## src/rtl/memory_types_pkg.sv

```systemverilog
// Shared memory packet encodings used by the requesters, the arbiter and the memory model.
package memory_types_pkg;

    localparam int unsigned MEM_TYPE_W = 3;
    localparam int unsigned MEM_LEN_W  = 2;

    typedef enum logic [MEM_TYPE_W-1:0] {
        READ  = 3'd0,
        WRITE = 3'd1
    } mem_pkt_type_e;

    typedef enum logic [MEM_LEN_W-1:0] {
        BYTE = 2'd0,
        HALF = 2'd1,
        WORD = 2'd2
    } mem_len_e;

endpackage

```

## src/rtl/mem_id_fifo.sv

```systemverilog
// Small FIFO of requester IDs; remembers which port owns each outstanding memory request.
module mem_id_fifo #(
    parameter int unsigned WIDTH = 1,
    parameter int unsigned DEPTH = 4
) (
    input  logic                         clk_i,
    input  logic                         rst_i,
    input  logic                         push_i,
    input  logic [WIDTH-1:0]             push_id_i,
    input  logic                         pop_i,
    output logic                         full_o,
    output logic                         empty_o,
    output logic [WIDTH-1:0]             head_o,
    output logic [$clog2(DEPTH+1)-1:0]   count_o
);

    localparam int unsigned CntW = $clog2(DEPTH + 1);
    localparam int unsigned PtrW = (DEPTH > 1) ? $clog2(DEPTH) : 1;
    localparam logic [PtrW-1:0] LastPtr = PtrW'(DEPTH - 1);

    logic [WIDTH-1:0] mem_q [DEPTH];
    logic [PtrW-1:0]  wr_ptr_q, wr_ptr_d;
    logic [PtrW-1:0]  rd_ptr_q, rd_ptr_d;
    logic [CntW-1:0]  count_q, count_d;
    logic             do_push, do_pop;

    function automatic logic [PtrW-1:0] ptr_inc(input logic [PtrW-1:0] p);
        return (p == LastPtr) ? '0 : p + 1'b1;
    endfunction

    always_comb begin
        full_o  = (count_q == CntW'(DEPTH));
        empty_o = (count_q == '0);
        head_o  = mem_q[rd_ptr_q];
        count_o = count_q;
        do_push = push_i && !full_o;
        do_pop  = pop_i && !empty_o;
    end

    always_comb begin
        wr_ptr_d = wr_ptr_q;
        rd_ptr_d = rd_ptr_q;
        count_d  = count_q;
        if (do_push) wr_ptr_d = ptr_inc(wr_ptr_q);
        if (do_pop)  rd_ptr_d = ptr_inc(rd_ptr_q);
        if (do_push && !do_pop) begin
            count_d = count_q + 1'b1;
        end else if (do_pop && !do_push) begin
            count_d = count_q - 1'b1;
        end
    end

    always_ff @(posedge clk_i) begin
        if (rst_i) begin
            wr_ptr_q <= '0;
            rd_ptr_q <= '0;
            count_q  <= '0;
            for (int i = 0; i < int'(DEPTH); i++) begin
                mem_q[i] <= '0;
            end
        end else begin
            wr_ptr_q <= wr_ptr_d;
            rd_ptr_q <= rd_ptr_d;
            count_q  <= count_d;
            if (do_push) mem_q[wr_ptr_q] <= push_id_i;
        end
    end

endmodule

```

## src/rtl/mem_req_arbiter.sv

```systemverilog
// Round-robin merge of per-port memory requests onto one channel, with in-order response
// routing back to the requester via an ID FIFO.
module mem_req_arbiter
    import memory_types_pkg::*;
#(
    parameter int unsigned NUM_PORTS    = 2,
    parameter int unsigned ADDR_W       = 32,
    parameter int unsigned DATA_W       = 32,
    parameter int unsigned MAX_INFLIGHT = 4
) (
    input  logic                             clk,
    input  logic                             rst,
    input  logic [NUM_PORTS-1:0]             req_val,
    output logic [NUM_PORTS-1:0]             req_rdy,
    input  logic [NUM_PORTS*MEM_TYPE_W-1:0]  req_type,
    input  logic [NUM_PORTS*ADDR_W-1:0]      req_addr,
    input  logic [NUM_PORTS*MEM_LEN_W-1:0]   req_len,
    input  logic [NUM_PORTS*DATA_W-1:0]      req_data,
    output logic                             mem_req_val,
    input  logic                             mem_req_rdy,
    output logic [MEM_TYPE_W-1:0]            mem_req_type,
    output logic [ADDR_W-1:0]                mem_req_addr,
    output logic [MEM_LEN_W-1:0]             mem_req_len,
    output logic [DATA_W-1:0]                mem_req_data,
    input  logic                             mem_resp_val,
    output logic                             mem_resp_rdy,
    input  logic [MEM_TYPE_W-1:0]            mem_resp_type,
    input  logic [DATA_W-1:0]                mem_resp_data,
    output logic [NUM_PORTS-1:0]             resp_val,
    input  logic [NUM_PORTS-1:0]             resp_rdy,
    output logic [MEM_TYPE_W-1:0]            resp_type,
    output logic [DATA_W-1:0]                resp_data
);

    localparam int unsigned PortW = $clog2(NUM_PORTS);
    localparam int unsigned CntW  = $clog2(MAX_INFLIGHT + 1);
    localparam logic [PortW-1:0] LastPort = PortW'(NUM_PORTS - 1);

    logic [PortW-1:0]      ptr_q, ptr_d;
    logic [NUM_PORTS-1:0]  gnt;
    logic [PortW-1:0]      gnt_idx;
    logic                  can_accept, accept;

    logic                  out_val_q, out_val_d;
    logic [MEM_TYPE_W-1:0] out_type_q, out_type_d, sel_type;
    logic [ADDR_W-1:0]     out_addr_q, out_addr_d, sel_addr;
    logic [MEM_LEN_W-1:0]  out_len_q, out_len_d, sel_len;
    logic [DATA_W-1:0]     out_data_q, out_data_d, sel_data;

    logic                  fifo_full, fifo_empty, fifo_pop;
    logic [PortW-1:0]      fifo_head;
    logic [CntW-1:0]       fifo_count;
    logic                  unused_fifo_count;

    assign unused_fifo_count = ^fifo_count;

    // Rotating search starting at ptr; idx carries one spare bit for the wrap.
    always_comb begin
        logic [PortW:0] idx;
        logic           found;
        gnt     = '0;
        gnt_idx = '0;
        found   = 1'b0;
        idx     = '0;
        for (int unsigned k = 0; k < NUM_PORTS; k++) begin
            idx = {1'b0, ptr_q} + (PortW+1)'(k);
            if (idx >= (PortW+1)'(NUM_PORTS)) idx = idx - (PortW+1)'(NUM_PORTS);
            if (!found && req_val[idx[PortW-1:0]]) begin
                found                   = 1'b1;
                gnt[idx[PortW-1:0]]     = 1'b1;
                gnt_idx                 = idx[PortW-1:0];
            end
        end
    end

    always_comb begin
        sel_type = '0;
        sel_addr = '0;
        sel_len  = '0;
        sel_data = '0;
        for (int unsigned i = 0; i < NUM_PORTS; i++) begin
            if (gnt[i]) begin
                sel_type = req_type[MEM_TYPE_W*i +: MEM_TYPE_W];
                sel_addr = req_addr[ADDR_W*i +: ADDR_W];
                sel_len  = req_len[MEM_LEN_W*i +: MEM_LEN_W];
                sel_data = req_data[DATA_W*i +: DATA_W];
            end
        end
    end

    always_comb begin
        can_accept = !rst && (!out_val_q || mem_req_rdy) && !fifo_full;
        req_rdy    = can_accept ? gnt : '0;
        accept     = can_accept && (gnt != '0);

        ptr_d      = ptr_q;
        out_val_d  = out_val_q;
        out_type_d = out_type_q;
        out_addr_d = out_addr_q;
        out_len_d  = out_len_q;
        out_data_d = out_data_q;
        if (accept) begin
            ptr_d      = (gnt_idx == LastPort) ? '0 : gnt_idx + 1'b1;
            out_val_d  = 1'b1;
            out_type_d = sel_type;
            out_addr_d = sel_addr;
            out_len_d  = sel_len;
            out_data_d = sel_data;
        end else if (mem_req_rdy) begin
            out_val_d  = 1'b0;
        end
    end

    always_ff @(posedge clk) begin
        if (rst) begin
            ptr_q      <= '0;
            out_val_q  <= 1'b0;
            out_type_q <= '0;
            out_addr_q <= '0;
            out_len_q  <= '0;
            out_data_q <= '0;
        end else begin
            ptr_q      <= ptr_d;
            out_val_q  <= out_val_d;
            out_type_q <= out_type_d;
            out_addr_q <= out_addr_d;
            out_len_q  <= out_len_d;
            out_data_q <= out_data_d;
        end
    end

    // Outputs are forced low while reset is held, before the first reset edge lands.
    always_comb begin
        mem_req_val  = out_val_q && !rst;
        mem_req_type = rst ? '0 : out_type_q;
        mem_req_addr = rst ? '0 : out_addr_q;
        mem_req_len  = rst ? '0 : out_len_q;
        mem_req_data = rst ? '0 : out_data_q;
    end

    // With nothing outstanding, stray responses are drained and dropped.
    always_comb begin
        resp_val     = '0;
        mem_resp_rdy = !rst;
        if (!fifo_empty && !rst) begin
            resp_val     = NUM_PORTS'(mem_resp_val) << fifo_head;
            mem_resp_rdy = resp_rdy[fifo_head];
        end
        fifo_pop  = mem_resp_val && mem_resp_rdy && !fifo_empty;
        resp_type = mem_resp_type;
        resp_data = mem_resp_data;
    end

    mem_id_fifo #(
        .WIDTH (PortW),
        .DEPTH (MAX_INFLIGHT)
    ) u_id_fifo (
        .clk_i     (clk),
        .rst_i     (rst),
        .push_i    (accept),
        .push_id_i (gnt_idx),
        .pop_i     (fifo_pop),
        .full_o    (fifo_full),
        .empty_o   (fifo_empty),
        .head_o    (fifo_head),
        .count_o   (fifo_count)
    );

endmodule

```

## config.mk

```make
export PLATFORM = sky130hd
export DESIGN_NAME = mem_req_arbiter
export DESIGN_NICKNAME = d
export VERILOG_FILES = /design/src/rtl/memory_types_pkg.sv /design/src/rtl/mem_id_fifo.sv /design/src/rtl/mem_req_arbiter.sv
export SDC_FILE = /design/constraint.sdc
export NUM_CORES = 1
export LEC_CHECK = 0
export BUFFER_PORTS_ARGS = -buffer_cell sky130_fd_sc_hd__buf_2
export CORE_AREA = 4 4 112 114
export DETAILED_ROUTE_END_ITERATION = 8
export DIE_AREA = 0 0 116 118
export PLACE_DENSITY = 0.81
export SYNTH_ARGS = -nofsm -noshare
export SYNTH_HDL_FRONTEND = slang
export SYNTH_SLANG_ARGS = --single-unit
```

## constraint.sdc

```tcl
create_clock -name clk -period 4.7 [get_ports clk]
set_input_delay 0.94 -clock clk [delete_from_list [all_inputs] [get_ports clk]]
set_output_delay 0.94 -clock clk [all_outputs]
set_load 0.01 [all_outputs]
```

* After elaboration in Yosys (flattened, before gate mapping)
Memories as Yosys holds them, arrays and structs flattened. A register that Yosys moved wholly into a read port is not among the register bits. Cells that the tools add are included.
Word-level totals: word-level logic and storage cells 106, output and inout bits 110, input port bits 181, bits in registers 78, memories kept 1, bits in writable memories 4
Cells by class: bitwise gates (word level) 1, equality and inequality tests 3, order comparisons 7, reduce and logical (&&, ||, !) cells 27, $add $sub $neg 8, shift-type cells 1, muxes and demuxes 49
Memories:
- u_id_fifo.mem_q | depth 4, bits a word 1, rd ports 1, clocked after Yosys merged registers in 1, wr ports 4, RTL line mem_id_fifo.sv:21 | logic [WIDTH-1:0] mem_q [DEPTH];
Operators with widths (count):
- 2-to-1 mux 32 bit | 6
- 2-to-1 mux 1 bit | 24
- 2-to-1 mux 2 bit | 12
- 2-to-1 mux 3 bit | 5
- logical AND 1 bit | 14
- zero test 1 bit | 7
- < comparator 1 x 2 -> 1 bit, second input constant | 3
- nonzero test 2 bit | 3
- adder 2 x 1 -> 2 bit, second input constant | 2
- == test 2 bit, second input constant | 2
- adder 3 x 1 -> 3 bit, second input constant | 1
- == test 3 bit, second input constant | 1
- zero test 3 bit | 1
- subtractor 3 x 1 -> 3 bit, second input constant | 1
- adder 1 x 1 -> 2 bit, second input constant | 1
- demux 1 bit (select 1 bit) | 2
- >= comparator 1 bit, second input constant | 2
- >= comparator 1 x 2 -> 1 bit, second input constant | 1
- >= comparator 2 bit, second input constant | 1
- bitwise OR 2 bit | 1
- left shift 1 x 1 -> 2 bit | 1
- subtractor 1 bit, second input constant | 2
- adder 1 bit, second input constant | 1
- logical OR 1 bit | 1
- OR reduction 1 bit | 1

* Depth between registers and ports, before layout
Gate-level depths: netlist of run 1.
word-level depth 17, mapped depth 11, mapped depth without buffers 10

* Hierarchy
A second synthesis of run 1 with hierarchy kept.
Second synthesis, totals: cells, all modules 533, area, all modules 5152.4 sq um
Modules (own cells, without submodules):
- mem_req_arbiter | sequential area each 1421.4 sq um, cells an instance 474, instances 1, area each 4546.9 sq um
- mem_id_fifo | sequential area each 300.3 sq um, cells an instance 59, instances 1, area each 605.6 sq um

* Worst setup path after synthesis of run 1
No wires, ideal clock.
path kind input to register, start point in rst, end point reg u_id_fifo.count_q[2] (netlist: u_id_fifo.count_o[2]), slack 1.775 ns, stages 9, setup time 0.071 ns, buffers on the path 2, required time 4.629 ns, arrival 2.854 ns, cell sequence clkbuf_1 > a2111oi_4 > buf_2 > ha_1 > inv_1 > fa_1 > xor2_1 > or3_1 > a21oi_1
On the way: elaborated cells between the ends (all ways) 16, classes of those cells mux (2); reduce/logical (14)
RTL lines:
- from (decl) | RTL line mem_req_arbiter.sv:12 | input logic rst,
- zero test 1 bit * | RTL line mem_req_arbiter.sv:92 | can_accept = !rst && (!out_val_q || mem_req_rdy) && !fifo_full;
- logical AND 1 bit * (2 in a row) | RTL line mem_req_arbiter.sv:92
- logical AND 1 bit * | RTL line mem_req_arbiter.sv:94 | accept = can_accept && (gnt != '0);
- logical AND 1 bit * | RTL line mem_id_fifo.sv:36 | do_push = push_i && !full_o;
- named net u_id_fifo.do_push | RTL line mem_id_fifo.sv:25 | logic do_push, do_pop;
- zero test 1 bit | RTL line mem_id_fifo.sv:48 | end else if (do_pop && !do_push) begin
- logical AND 1 bit | RTL line mem_id_fifo.sv:48
- nonzero test 2 bit (no source line)
- to (signal assigned) | RTL line mem_id_fifo.sv:64 | count_q <= count_d;
- to (decl) | RTL line mem_id_fifo.sv:24 | logic [CntW-1:0] count_q, count_d;
The timed path passes the listed nets; every way through them passes the cells marked *. A chain may end at the register's enable or synchronous reset.

* Final worst setup path of run 1
start point in rst, end point out mem_req_addr[28]
On the way: word-level cells in the longest chain between the ends 1
RTL lines:
- 2-to-1 mux 32 bit | RTL line mem_req_arbiter.sv:136 | mem_req_addr = rst ? '0 : out_addr_q;
- to (decl) | RTL line mem_req_arbiter.sv:22 | output logic [ADDR_W-1:0] mem_req_addr,
No other way between the ends.

==> results of run 1 <==
[metrics by stage]
stage / utilization / setup WS [ps]
after floorplan: - / 1780
after global placement: 0.451 / 1570
after detailed placement: 0.451 / 1480
after CTS: 0.477 / 1580
after global routing: 0.477 / 1440
final: 0.477 / 1590
[cells in the final DEF (no fill, tap or decap), types with 2 or more instances in the layout]
cell,n
nand2_1,4
nand3_1,2
nor2_1,77
o31ai_1,2
clkbuf_16,9
inv_6,3
xor2_1,2
clkinv_2,2
nor2b_1,4
o32ai_1,69
a31o_1,3
inv_1,79
or3_1,2
a21oi_1,2
nor3_1,3
dfxtp_1,80
buf_4,7
a22oi_1,69
buf_2,219
edfxtp_1,4
ha_1,3
[report_power, final]
group | internal (mW) | switching, mW
Sequential | 0.861 | 0.0574
Clock | 0.416 | 0.297
Combinational | 0.275 | 0.386
[worst max-delay path, delay by kind of cell]
kind	cells	cell delay [ps]
buf+inv	3	1120
simple gates	1	80
[how the worst max path moves through the flow]
stage	from	end	slack (ps)	depth (start not counted)
after floorplan	rst	u_id_fifo.count_o[2]	1780	9
after global placement	rst	u_id_fifo.count_o[2]	1570	11
after detailed placement	rst	u_id_fifo.count_o[2]	1480	11
after CTS	rst	mem_req_data[2]	1580	4
after global routing	rst	mem_req_type[0]	1440	4
final	rst	mem_req_addr[28]	1590	4
[flip-flops by register name, summed over array words and instances (netlist names), 2 cells and up, named ones only]
signal and cells:
u_id_fifo.rd_ptr_q 2, u_id_fifo.count_o 3, u_id_fifo.mem_q 4, out_data_q 32, out_addr_q 32, out_len_q 2, u_id_fifo.wr_ptr_q 2, out_type_q 3
[logic make-up (layout without fill, tap and decap cells)]
logic type	after synthesis	count (layout)	synth area share
DFF	84	84	0.404
xor gates and xnor gates	2	2	0.00411
muxes	4	4	0.0165
adders and majority gates	4	4	0.0135
buffers and inverters	162	321	0.176
AOI/OAI and AO/OA	154	154	0.297
and+or+nand+nor	94	94	0.0890
[cell type report]
cell class	instances	area, sq um
Clock buffer	9	225
Fill cell	1127	5970
Sequential cell	84	1720
Inverter	79	297
Tap cell	143	179
Clock inverter	7	73.8
Multi-Input combinational cell	258	1800
Timing Repair Buffer	226	1150
[layer usage]
| layer | GRT usage | wire length (microns) | vias to the layer above |
|---|---|---|---|
| met2 | 0.275 | 5680 | 180 |
| li1 | - | - | 2065 |
| met4 | 0.0812 | 357 | 2 |
| met1 | 0.188 | 4800 | 1887 |
| met5 | 0 | 16 | - |
| met3 | 0.0514 | 1030 | 37 |
==> key figures, run 1 <==
Global route
  • Initial antenna violation count: 1
  • Grt total ovfl: 0
  • Pin count of the biggest net entering global routing: 79
  • First-pass GRT wire length: 18600 microns
  • Vias in the first global route: 3946
  • Total GRT Usage: 0.165

Placed design
  • Number of cells after detailed placement: 790
  • Port Buffers: 220
  • Placed cell areas: 0.00515 sq mm
  • Placer Congestion: 0.761
  • Detailed placement HPWL: 8390 microns

Die
  • Area of the core: 0.0114 sq mm
  • Initial Utilization: 0.373
  • Die area: 0.0137 sq mm
  • Die width: 116 microns
  • Num rows: 39
  • Die extent in y: 118 microns
  • IO Count: 291

Final layout
  • Share of layout cells above drive strength 1: 0.379
  • Area Overhead vs Synth: 27.9%
  • Count of non-filler cells in the finished layout: 806
  • Diode count: 0
  • Final instance area: 0.00545 sq mm
  • Final net count: 843

Hold path
  • Hold path cells: 2
  • Worst Hold Class: register to register
  • WHS Endpoint: out_data_q[9]
  • Hold path start: out_data_q[9]

Clock network
  • Clk_lat worst skew: 330 ps
  • Setup Fix Bufs, Post-CTS: 0
  • Hold buffer count at cts: 0
  • CTS tree: done
  • Post-CTS sizing: 0
  • Total CTS buffers: 9
  • Worst-path clk slew: 60 ps
  • CTS H-tree depth: 3
  • CTS Sinks: 84
  • Bufs on Longest Clock Path: 2
  • Root buf cell: clkbuf_16

Synth
  • Netlist cell types: 35
  • Mean Syn Cell Area: 8.45 sq um
  • #FFs+latches synth: 84
  • Ys Warns: 0
  • Syn Nets: 689
  • Yosys top cell by area: dfxtp_1
  • Post-synthesis cell area: 0.00426 sq mm
  • Cells after synthesis: 504
  • Top-area cell type share of the netlist area: 0.376
  • EDFF count, synth: 4
  • Primary FF master, synth: dfxtp_1
  • Commonest cells in the netlist: dfxtp_1, inv_1, nor2_1
  • Register area share after synthesis: 0.404
  • Top-count cell post-synth: dfxtp_1
  • Top cells by area, synth: dfxtp_1, o32ai_1, a22oi_1
  • Ys async rst share: 0

Timing
  • Fin. Hold Viols: 0
  • F_max: 0.321 GHz
  • Fin crit share: 0.662
  • TNS Setup: 0 ps
  • Final setup vio count: 0
  • Slew headroom: 0.445
  • Worst Skew: 5.87 ps
  • Final Hold Slack: 484 ps
  • Max Slew Vio Count: 0
  • Slew @ Worst Pin: 833 ps
  • Min cycle time layout: 3110 ps
  • RSZ-0062 raised after global routing: false

Worst setup path
  • Worst R2R Path Depth: 10
  • Critical Path Max Stage Delay: 550 ps
  • CP dominant cell by count: buf_4
  • Crit-path cells: buf_4 -> buf_4 -> nor2_1 -> buf_2
  • Reg2reg setup slack: 2090 ps
  • Worst r2r src: u_id_fifo.mem_q[3]
  • Crit end category: primary output
  • Setup CP Type: input pin to primary output
  • Critical Path AT: 2170 ps
  • Worst EP required: 3760 ps
  • R2R Path End: u_id_fifo.count_o[2]
  • Critical-path top delay cell: buf_4
  • Critical path launch point type: input pin
  • Crit path max fanout: 57

Run status
  • Status: complete, no violations

Route
  • Pre-Repair DR Iteration Count: 4
  • Final ANT Viol Nets: 0
  • Average wire per standard cell: 14.7 microns
  • DRC: 0
  • Via/cell ratio: 5.17
  • Initial DRC count: 207
  • Total wire length: 11900 microns
  • Routed vias: 4171

Power
  • Pwr Total: 2.29 mW
  • Power Density: 421 mW/mm^2
  • VDD IR max: 0.000272 V
  • Pleak: 2.53 nW

Flow run
  • Max-Cap Viols: 0
Power figures use the tool's default switching activity.
==> run 2: changes to the inputs <==
--- a/config.mk
+++ b/config.mk
@@ -6,10 +6,10 @@
 export NUM_CORES = 1
 export LEC_CHECK = 0
 export BUFFER_PORTS_ARGS = -buffer_cell sky130_fd_sc_hd__buf_2
-export CORE_AREA = 4 4 112 114
+export CORE_MARGIN = 4
+export CORE_UTILIZATION = 38
 export DETAILED_ROUTE_END_ITERATION = 8
-export DIE_AREA = 0 0 116 118
-export PLACE_DENSITY = 0.81
+export PLACE_DENSITY = 0.86
 export SYNTH_ARGS = -nofsm -noshare
 export SYNTH_HDL_FRONTEND = slang
 export SYNTH_SLANG_ARGS = --single-unit
==> constraint.sdc (replaced) <==
create_clock -name clk -period 2.85 [get_ports clk]
set_input_delay 0.57 -clock clk [delete_from_list [all_inputs] [get_ports clk]]
set_output_delay 0.57 -clock clk [all_outputs]
set_load 0.01 [all_outputs]
==> key figures, run 2 (same netlist as run 1, synthesis figures left out) <==
Die
  • Die area: 0.0130 sq mm (was 0.0137 sq mm)
  • Initial Utilization: 0.391 (was 0.373)
  • Die extent in y: 114 microns (was 118 microns)
  • Num rows: 38 (was 39)
  • Area of the core: 0.0109 sq mm (was 0.0114 sq mm)
  • IO Count: 291 (unchanged)
  • Die width: 114 microns (was 116 microns)

Run status
  • Status: complete, no violations (unchanged)

Final layout
  • Final net count: 847 (was 843)
  • Area Overhead vs Synth: 26.8% (was 27.9%)
  • Most frequent cells in the layout: buf_2, dfxtp_1, inv_1, nor2_1 (unchanged)
  • Top flop regs: out_addr_q x32, out_data_q x32, u_id_fifo.mem_q x4 (unchanged)
  • Diode count: 0 (unchanged)
  • Share of layout cells above drive strength 1: 0.381 (was 0.379)
  • Count of non-filler cells in the finished layout: 807 (was 806)
  • Fillers: 1064 (was 1127)
  • Commonest non-fill, non-tap cell in the layout: buf_2 (unchanged)

Global route
  • Total GRT Usage: 0.167 (was 0.165)
  • Vias in the first global route: 3845 (was 3946)
  • First-pass GRT wire length: 17900 microns (was 18600 microns)
  • Initial antenna violation count: 0 (was 1)
  • Pin count of the biggest net entering global routing: 79 (unchanged)
  • Grt total ovfl: 0 (unchanged)

Clock network
  • Setup Fix Bufs, Post-CTS: 0 (unchanged)
  • Root buf cell: clkbuf_8 (was clkbuf_16)
  • Post-CTS sizing: 0 (unchanged)
  • CTS Sinks: 84 (unchanged)
  • CTS tree: done (unchanged)
  • Total CTS buffers: 9 (unchanged)
  • Clk_lat worst skew: 340 ps (was 330 ps)
  • Worst-path clk slew: 100 ps (was 60 ps)
  • Hold buffer count at cts: 0 (unchanged)
  • Bufs on Longest Clock Path: 2 (unchanged)
  • CTS H-tree depth: 3 (unchanged)

Worst setup path
  • Critical path launch point type: register (was input pin)
  • R2R Path End: u_id_fifo.count_o[2] (unchanged)
  • Crit path max fanout: 4 (was 57)
  • Worst R2R Path Depth: 10 (unchanged)
  • Crit end category: register (was primary output)
  • Worst EP required: 3130 ps (was 3760 ps)
  • Setup CP Type: register to register (was input pin to primary output)
  • Critical Path AT: 2860 ps (was 2170 ps)
  • Reg2reg setup slack: 270 ps (was 2090 ps)

Placed design
  • Detailed placement HPWL: 8670 microns (was 8390 microns)
  • Number of cells after detailed placement: 791 (was 790)
  • Placer Congestion: 0.783 (was 0.761)
  • Port Buffers: 220 (unchanged)

Timing
  • Worst Skew: 19.6 ps (was 5.87 ps)
  • Slew @ Worst Pin: 846 ps (was 833 ps)
  • Max Slew Vio Count: 0 (unchanged)
  • Final Hold Slack: 485 ps (was 484 ps)
  • Fin crit share: 0.905
  • F_max: 0.388 GHz
  • Final setup vio count: 0 (unchanged)
  • Fin. Hold Viols: 0 (unchanged)
  • RSZ-0062 raised after global routing: false (unchanged)
  • Min cycle time layout: 2580 ps
  • TNS Setup: 0 ps (unchanged)
  • Slew headroom: 0.436 (was 0.445)

Route
  • Total wire length: 11500 microns (was 11900 microns)
  • Routed vias: 4177 (was 4171)
  • Final ANT Viol Nets: 0 (unchanged)
  • Via/cell ratio: 5.18 (was 5.17)
  • Average wire per standard cell: 14.2 microns (was 14.7 microns)
  • DRC: 0 (unchanged)
  • Pre-Repair DR Iteration Count: 4 (unchanged)
  • Initial DRC count: 218 (was 207)

Power
  • VDD IR max: 0.000312 V (was 0.000272 V)
  • Pleak: 2.52 nW (was 2.53 nW)
  • Power Density: 659 mW/mm^2 (was 421 mW/mm^2)
  • Pwr Total: 3.55 mW (was 2.29 mW)

Hold path
  • Hold path cells: 2 (unchanged)
  • Hold path start: out_addr_q[24] (was out_data_q[9])
  • Worst Hold Class: register to register (unchanged)
  • WHS Endpoint: out_addr_q[24] (was out_data_q[9])

Flow run
  • Max-Cap Viols: 0 (unchanged)
[run 2: changes by cell type in the layout (fill, tap and decap cells not counted)]
| cell | previous run | this run |
|---|---|---|
| clkbuf_8 | 0 | 10 |
| clkbuf_16 | 9 | 0 |
| buf_4 | 7 | 11 |
| inv_6 | 3 | 0 |
| clkinv_2 | 2 | 0 |
| clkinv_4 | 0 | 2 |
| bufinv_16 | 1 | 2 |
| clkbuf_1 | 0 | 1 |
| clkinvlp_4 | 1 | 0 |
| inv_4 | 0 | 1 |
[run 2: stage by stage]
| step | setup slack, ps | util | instance area [sq um] |
|---|---|---|---|
| after floorplan | 295 | - | 4260 |
| after global placement | 357 | 0.475 | 5170 |
| after detailed placement | 281 | 0.475 | 5170 |
| after CTS | 268 | 0.496 | 5400 |
| after global routing | 91.8 | 0.496 | 5400 |
| final | 270 | 0.496 | 5400 |
[run 2: worst max-delay path by stage]
stage / start / end
after global placement: u_id_fifo.mem_q[3] / u_id_fifo.count_o[2]
after floorplan: rst / u_id_fifo.count_o[2]
final: register / u_id_fifo.count_o[2]
after detailed placement: u_id_fifo.mem_q[1] / u_id_fifo.count_o[2]
after global routing: u_id_fifo.mem_q[3] / u_id_fifo.count_o[2]
after CTS: register / u_id_fifo.count_o[2]
[run 2: routing by layer]
| metal | wire length [microns] | global-route usage |
|---|---|---|
| met4 | 251 | 0.0586 |
| met5 | 0 | 0 |
| met1 | 4580 | 0.206 |
| met3 | 1030 | 0.0557 |
| met2 | 5620 | 0.275 |
[run 2: power by group]
group / internal [mW] / switching (mW) / leakage [nW]
clock: 0.522 / 0.427 / 0.114
combinational: 0.460 / 0.632 / 1.70
sequential: 1.42 / 0.0955 / 0.703
total: 2.40 / 1.15 / 2.52
[run 2: final cells by class]
cell class                 instances  area, sq um  share of cell area
sequential                        84         1720               0.319
clock inverter                     5         83.8              0.0155
inverter                          79          297              0.0549
tap                              140          175              0.0325
multi-input combinational        258         1800               0.334
timing repair buffer             230         1180               0.218
clock buffer                      11          141              0.0262
[run 2: worst max-delay path, stage by stage, from the launching register on]
cell and delay, ps:
dfxtp_1 340, mux4_2 570, mux2i_4 240, nor2_2 80, inv_1 60, ha_1 190
inv_1 60, fa_1 380, xor2_1 180, or3_1 300, a21oi_1 140
